==> src/rtl/ps2_pkg.sv <==
// Shared definitions for the PS/2 host transmitter: FSM encoding, frame length
// and default timing parameters (cycles of a 12 MHz system clock).
package ps2_pkg;

  typedef enum logic [3:0] {
    ST_IDLE,
    ST_POP,
    ST_LOAD,
    ST_INHIBIT,
    ST_REQ,
    ST_SHIFT,
    ST_ACK,
    ST_RELEASE,
    ST_DONE
  } ps2State_e;

  // start + 8 data + parity + stop; the device's ack rides on an 11th clock
  localparam int FRAME_BITS      = 11;
  localparam int INHIBIT_CYC_DEF = 1200;
  localparam int TIMEOUT_CYC_DEF = 24000;

  function automatic int cntWidth(input int a, input int b);
    int m;
    m = (a > b) ? a : b;
    return (m > 1) ? $clog2(m) : 1;
  endfunction

endpackage

==> src/rtl/ps2_line_sync.sv <==
// Two-flop synchroniser for one raw PS/2 line plus a falling-edge detector
// that fires for one cycle when the synchronised level goes 1 -> 0.
module ps2_line_sync (
  input  logic clk_i,
  input  logic rst_ni,
  input  logic line_i,
  output logic level_o,
  output logic fall_o
);

  logic meta_q;
  logic sync_q;
  logic prev_q;

  always_ff @(posedge clk_i or negedge rst_ni) begin
    if (!rst_ni) begin
      meta_q <= 1'b0;
      sync_q <= 1'b0;
      prev_q <= 1'b0;
    end else begin
      meta_q <= line_i;
      sync_q <= meta_q;
      prev_q <= sync_q;
    end
  end

  assign level_o = sync_q;
  assign fall_o  = prev_q & ~sync_q;

endmodule

==> src/rtl/ps2_host_tx.sv <==
// PS/2 host-to-device transmitter: pops a command byte, inhibits the bus,
// requests to send, shifts out data/parity/stop on device clocks, checks the ack.
module ps2_host_tx
  import ps2_pkg::*;
#(
  parameter int INHIBIT_CYC = INHIBIT_CYC_DEF,
  parameter int TIMEOUT_CYC = TIMEOUT_CYC_DEF
) (
  input  logic       clk,
  input  logic       rst_n,
  inout  wire        VPWR,
  inout  wire        VGND,
  input  logic       fifo_empty,
  input  logic [7:0] fifo_data,
  output logic       fifo_rd_en,
  input  logic       ps2_clk_in,
  input  logic       ps2_data_in,
  output logic       ps2_clk_oe,
  output logic       ps2_data_oe,
  output logic       busy,
  output logic       done,
  output logic       ack_ok,
  output logic       err
);

  localparam int         CNT_W    = cntWidth(INHIBIT_CYC, TIMEOUT_CYC);
  // bit counter value seen on the 10th (stop) edge
  localparam logic [3:0] STOP_CNT = 4'(FRAME_BITS - 2);

  ps2State_e        state_q, state_d;
  logic [8:0]       shift_q, shift_d;
  logic [3:0]       bitCnt_q, bitCnt_d;
  logic [CNT_W-1:0] cyc_q, cyc_d;
  logic             dataOe_q, dataOe_d;
  logic             ackOk_q, ackOk_d;
  logic             err_q, err_d;

  logic clkLvl, clkFall, dataLvl;
  logic unusedDataFall;
  logic unusedRails;
  logic inFrame, timedOut;

  assign unusedRails = VPWR ^ VGND;

  ps2_line_sync u_clkSync (
    .clk_i  (clk),
    .rst_ni (rst_n),
    .line_i (ps2_clk_in),
    .level_o(clkLvl),
    .fall_o (clkFall)
  );

  ps2_line_sync u_dataSync (
    .clk_i  (clk),
    .rst_ni (rst_n),
    .line_i (ps2_data_in),
    .level_o(dataLvl),
    .fall_o (unusedDataFall)
  );

  always_ff @(posedge clk or negedge rst_n) begin
    if (!rst_n) begin
      state_q  <= ST_IDLE;
      shift_q  <= '0;
      bitCnt_q <= '0;
      cyc_q    <= '0;
      dataOe_q <= 1'b0;
      ackOk_q  <= 1'b0;
      err_q    <= 1'b0;
    end else begin
      state_q  <= state_d;
      shift_q  <= shift_d;
      bitCnt_q <= bitCnt_d;
      cyc_q    <= cyc_d;
      dataOe_q <= dataOe_d;
      ackOk_q  <= ackOk_d;
      err_q    <= err_d;
    end
  end

  assign inFrame  = (state_q == ST_SHIFT) || (state_q == ST_ACK) || (state_q == ST_RELEASE);
  assign timedOut = (cyc_q == CNT_W'(TIMEOUT_CYC - 1));

  always_comb begin
    state_d  = state_q;
    shift_d  = shift_q;
    bitCnt_d = bitCnt_q;
    cyc_d    = cyc_q;
    dataOe_d = dataOe_q;
    ackOk_d  = ackOk_q;
    err_d    = err_q;

    // cyc_q counts cycles since REQ, so DONE lands exactly TIMEOUT_CYC after it
    if (inFrame && timedOut) begin
      dataOe_d = 1'b0;
      ackOk_d  = 1'b0;
      err_d    = 1'b1;
      state_d  = ST_DONE;
    end else begin
      unique case (state_q)
        ST_IDLE: begin
          if (!fifo_empty) state_d = ST_POP;
        end
        ST_POP: begin
          state_d = ST_LOAD;
        end
        ST_LOAD: begin
          shift_d = {~^fifo_data, fifo_data};
          ackOk_d = 1'b0;
          err_d   = 1'b0;
          cyc_d   = '0;
          state_d = ST_INHIBIT;
        end
        ST_INHIBIT: begin
          if (cyc_q == CNT_W'(INHIBIT_CYC - 1)) state_d = ST_REQ;
          else                                  cyc_d   = cyc_q + CNT_W'(1);
        end
        ST_REQ: begin
          bitCnt_d = '0;
          cyc_d    = CNT_W'(1);
          dataOe_d = 1'b1;
          state_d  = ST_SHIFT;
        end
        ST_SHIFT: begin
          cyc_d = cyc_q + CNT_W'(1);
          if (clkFall) begin
            bitCnt_d = bitCnt_q + 4'd1;
            if (bitCnt_q == STOP_CNT) begin
              dataOe_d = 1'b0;
              state_d  = ST_ACK;
            end else begin
              dataOe_d = ~shift_q[0];
              shift_d  = shift_q >> 1;
            end
          end
        end
        ST_ACK: begin
          cyc_d = cyc_q + CNT_W'(1);
          if (clkFall) begin
            ackOk_d = ~dataLvl;
            err_d   = dataLvl;
            state_d = ST_RELEASE;
          end
        end
        ST_RELEASE: begin
          cyc_d = cyc_q + CNT_W'(1);
          if (clkLvl && dataLvl) state_d = ST_DONE;
        end
        ST_DONE: begin
          state_d = ST_IDLE;
        end
        default: begin
          state_d = ST_IDLE;
        end
      endcase
    end
  end

  // line drives decode straight from state so reset releases the bus at once
  assign ps2_clk_oe  = (state_q == ST_INHIBIT);
  assign ps2_data_oe = (state_q == ST_REQ) || ((state_q == ST_SHIFT) && dataOe_q);
  assign fifo_rd_en  = (state_q == ST_POP);
  assign busy        = (state_q != ST_IDLE);
  assign done        = (state_q == ST_DONE);
  assign ack_ok      = ackOk_q;
  assign err         = err_q;

endmodule

==> config.mk <==
export PLATFORM = sky130hd
export DESIGN_NAME = ps2_host_tx
export DESIGN_NICKNAME = d
export VERILOG_FILES = /design/src/rtl/ps2_pkg.sv /design/src/rtl/ps2_line_sync.sv /design/src/rtl/ps2_host_tx.sv
export SDC_FILE = /design/constraint.sdc
export NUM_CORES = 1
export LEC_CHECK = 0
export BUFFER_PORTS_ARGS = -buffer_cell sky130_fd_sc_hd__buf_4
export CAP_MARGIN = 20
export CORE_AREA = 10 10 98 100
export DETAILED_ROUTE_END_ITERATION = 10
export DIE_AREA = 0 0 108 110
export HOLD_SLACK_MARGIN = 0.08
export PLACE_DENSITY = 0.56
export RECOVER_POWER = 50
export SLEW_MARGIN = 15
export SYNTH_ARGS = -nofsm -noshare
export SYNTH_HDL_FRONTEND = slang
export SYNTH_SLANG_ARGS = --single-unit
==> constraint.sdc <==
create_clock -name clk -period 5.66 [get_ports clk]
set_input_delay 0.283 -clock clk [delete_from_list [all_inputs] [get_ports clk]]
set_output_delay 0.283 -clock clk [all_outputs]
set_load 0.03 [all_outputs]
After elaboration in Yosys (flattened, before gate mapping):

Index checks and enable logic that the tools add are counted.

* bits in latches: 0
* ROM bits: 0
* flip-flop bits (word level): 40
* input port bits: 13
* word-level logic and storage cells: 85
* memories: 0
* bits in writable memories: 0
* output and inout port bits: 9

* add/subtract/negate cells: 2
* bitwise logic cells: 5
* multiplexer cells: 25
* eq/ne operators: 20
* divide/modulo/power cells: 0
* reductions and logical operators: 21
* shift operators: 0
* multipliers: 0
* order comparisons: 0

Operator list (number)
* $pmux W15 S4: 1
* $mux W4: 8
* $pmux W4 S8: 1
* $mux W9: 2
* $pmux W9 S2: 1
* $eq A4 B3 Y1 const B: 4
* $add A15 B1 Y15 const B: 1
* $eq A15 B11 Y1 const B: 1
* $eq A15 B15 Y1 const B: 1
* $mux W15: 1
* $ne A3 B1 Y1 const B: 3
* $eq A4 B2 Y1 const B: 2
* $eq A4 B4 Y1 const B: 2
* $pmux W4 S2: 1
* $reduce_bool A4 Y1: 2
* $reduce_xnor A8 Y1: 1
* $mux W1: 7
* $ne A2 B2 Y1 const B: 3
* $ne A3 B2 Y1 const B: 2
* $pmux W1 S2: 3
* $reduce_and A3 Y1: 2
* $reduce_and A6 Y1: 1
* $reduce_bool A3 Y1: 2
* $add A4 B1 Y4 const B: 1
* other kinds (11): 20

Depth between registers and ports, before layout:

* depth in word-level cells: 6
* gate-level depth with buffers: 8
* gate-level depth less buffers: 7

By module:

A second synthesis with hierarchy kept.

* cells, all modules: 245
* area total of the unflattened synthesis: 2466.1 um^2

Modules (own cells, without submodules)
* ps2_host_tx: cells an instance 237, instances 1, area each 2288.4 um^2, sequential area each 875.8 um^2
* ps2_line_sync: cells an instance 4, instances 2, area each 88.8 um^2, sequential area each 75.1 um^2

Least setup slack after synthesis:

No wires, ideal clock.

* kind: reg2out
* from: reg state_q[0]
* to: out fifo_rd_en
* arrival: 1.842 ns
* path buffers: 2
* required time: 5.377 ns
* cell stages (with the launch flop): 4
* path slack: 3.535 ns
* path through: dfrtp_1 > clkbuf_1 > clkbuf_1 > nor4b_1

* word-level cells in the longest chain between the ends: 1

RTL lines
* start, declared: RTL line ps2_host_tx.sv:30 `ps2State_e state_q, state_d;`
* start signal, assigned: RTL line ps2_host_tx.sv:71 `state_q <= state_d;`
* $eq A4 B1 Y1: RTL line ps2_host_tx.sv:162 `assign fifo_rd_en = (state_q == ST_POP);`
* end, declared: RTL line ps2_host_tx.sv:15 `output logic fifo_rd_en,`

No other way between the ends.

Final worst setup path:

* from: reg state_q[1]
* to: reg cyc_q[1]

* word-level cells in the longest chain between the ends: 6
* elaborated cells between the ends (all ways): 15
* those cells by class: 7 x eq/ne; 1 x mux; 1 x bitwise; 6 x reduce/logical

RTL lines
* parallel branches: the longest is 6 deep, another holds $eq A4 B3 Y1
* end signal, assigned: RTL line ps2_host_tx.sv:74 `cyc_q <= cyc_d;`
* end, declared: RTL line ps2_host_tx.sv:33 `logic [CNT_W-1:0] cyc_q, cyc_d;`

Several ways; the timed one is not identified.
A chain may end at the register's enable or synchronous reset.

==> results.ini <==
[run_status]
outcome=finished, violations left
violations=capacitance limit, slew limit

[floorplanning]
die_h_um=110
rows=32
start_util=0.3024
dieArea_um2=11880
core-area_um2=7647
num_io_pins=22
die_w_um=108

[synthesis]
ys_seq_area_frac=0.4329
synth.avg_cell_area_um2=9.139
synth-edff-count=0
synth.distinct_cells=52
ys_warn_count=0
synth-simple-area-share=0.2413
synth_area_leaders=dfrtp_1 (43%), a31oi_1 (6.0%), mux2i_1 (5.2%)
netlist_top_cells_count=dfrtp_1 (40), nand2_1 (31), nor2_1 (24)
syn_nets=271
syn_inst=253
async_flop_share=1.000
synth_top_area_frac=0.4329
synth_xor_area_frac=0.02652
synth-compound-area-share=0.1894
synth.most_common_cell=dfrtp_1
syn-cell-area_um2=2312
synth_top_family_by_area=simple AND/OR/NAND/NOR gates
synth_adder_area_share=0.01623
synth-main-ff-cell=dfrtp_1
synth_seq_cells=40
synth_top_cell_by_area=dfrtp_1
synthMuxAreaShare=0.05682

[timing]
clock-skew-final_ns=0.004882
finalWorstSetupSlack_ns=3.038
min_period_over_period=0.4633
whs_ns=0.1145
tightest_slew_ns=2.217
rsz0062_at_grt=no
maxSlewViolCount=41
fin_tns_setup_ns=0
slew_headroom=-0.4779
setup_viol=0
untimed_endpoints=2
fmax_mhz=381.4
hold_viol=0
finalCriticalPeriod_ns=2.622

[clock_tree]
cts_root_buf=clkbuf_8
cts_tree=yes
clock-sinks=40
htree_levels=2
cts_setup_buffers=0
ctsHoldBuffers=1
clkTransAtPathRegs_ns=0.08
cts_buffers=5
insertion_delay_ns=0.29
ctsResizeCount=0
cts.path.max_buffers=2

[global_route]
grt_max_degree=41
overflow=0
grt_first_pass_wirelength_um=8700
grt_pass1_vias=1870
antenna_found_initial=0
grt_usage=0.08855

[detailed_routing]
drtIter0Drc=157
wl_per_cell_um=14.20
via_count=1922
wl_um=5268
vias_per_cell=5.181
first_pass_iters=4
drc=0
antenna_left=0

[placed_design]
preCtsSetupSlack_ns=3.056
port_buffers=19
place_congestion=0.7793
hpwl_um=3615

[pwr]
p_sw_frac=0.2203
power_switching_w=0.0001244
p_leak_nw=1.123
power_frac_comb=0.056
p_int_w=0.0004404
pwr-share-seq=0.526
powerDensity_nw_per_um2=212.7
pwr-share-clk=0.418
vdd_drop_max_uv=98.35

[worst_setup_path]
crit_type=register to register
cp_data_arrival_time_ns=2.84
r2r_setup_slack_ns=3.04
r2r_cells=5
rr_startpoint=state_q[1]
end_kind=register
worstSetupStartpointType=register
cp_max_fo=17
worstReg2RegEnd=cyc_q[1]
cp.required_ns=5.88

[final_layout]
drive_above_1_share=0.1338
syn_to_final_growth_pct=14.83
n_antenna_cell=0
final_nets=286
n_fill_cell=781

[flow_run]
maxCapViolations=1

[hold_path]
hold_end=u_dataSync.meta_q
holdCritStartpoint=ps2_data_in
hp-class=input port to register
hold_depth=1

through the flow:
step	instance area [um2]	instances	power [W]	utilization
global route	2655	371	0.0005835	0.3472
finish	2655	371	0.0005648	0.3472
floorplan	2312	253	0.0003185	-
global placement	2541	362	0.0003343	0.3323
detailed placement	2541	362	0.0003356	0.3323
CTS	2659	371	0.0005710	0.3477
cells by family (layout without fill, tap and decap cells):
family | Yosys count | after routing
AOI/OAI and AO/OA | 66 | 66
xor gates and xnor gates | 7 | 7
adders and majority gates | 3 | 3
buffers and inverters | 20 | 36
DFF | 40 | 40
muxes | 13 | 13
and+or+nand+nor | 104 | 104
cells in the final DEF, fill, tap and decap left out, types with 2 or more instances in the layout:
cell and instances:
o21ai_0 6, buf_4 18, ha_1 3, a31oi_1 22, nand2b_1 8, clkbuf_8 5, nor2b_1 3, nor2_1 24
nand2_1 31, mux2i_1 12, nand3_1 9, o31ai_1 4, o21a_1 2, nor3_1 3, inv_1 6, clkbuf_4 2
xnor2_1 6, clkbuf_1 2, nor4_1 3, nand4_1 3, and3_1 4, a21oi_1 16, dfrtp_1 40, and4_1 3
nand3b_1 2
flip-flops by register name, summed over array words and instances (netlist names), 4 cells and up:
register	flops
state_q	4
bitCnt_q	4
shift_q	9
cyc_q	15
final cells by class:
| cell class | instances | area (um2) | share of cell area |
|---|---|---|---|
| Multi-Input combinational cell | 193 | 1232 | 0.4642 |
| Sequential cell | 40 | 1001 | 0.3770 |
| Timing Repair Buffer | 22 | 163.9 | 0.06173 |
| Tap cell | 102 | 127.6 | 0.04807 |
| Clock buffer | 6 | 72.57 | 0.02733 |
| Clock inverter | 2 | 35.03 | 0.01320 |
| Inverter | 6 | 22.52 | 0.008483 |
critical path, cell delays in order, from the launching register on:
cell and delay (ns):
dfrtp_1 0.59, or2_2 0.44, and3_1 0.21, a21oi_1 0.74, o21a_4 0.35, mux2i_1 0.21
power by group through the flow:
stage               Combinational [W]  Clock [W]  Sequential [W]
finish                      0.0000318   0.000236        0.000297
detailed placement          0.0000327          0        0.000303
floorplan                   0.0000168          0        0.000302
global route                0.0000359   0.000249        0.000298
CTS                         0.0000332   0.000241        0.000297
global placement            0.0000317          0        0.000303
worst max-delay path by stage:
stage               startpoint          to  cells past startpoint
global route             rst_n  state_q[3]                      2
global placement    state_q[1]    cyc_q[1]                      5
floorplan           state_q[0]  fifo_rd_en                      3
detailed placement  state_q[1]    cyc_q[1]                      5
CTS                 state_q[1]    cyc_q[1]                      5
finish              state_q[1]    cyc_q[1]                      5
layer usage:
metal	routed length, um	part of all wire	up-vias	track usage
li1	-	-	961	-
met1	2610	0.50	932	0.1114
met2	2479	0.47	24	0.1483
met3	114	0.022	5	0.01857
met4	63	0.012	0	0.02863
met5	0	0	-	0
(Power assumes the default switching activity.)
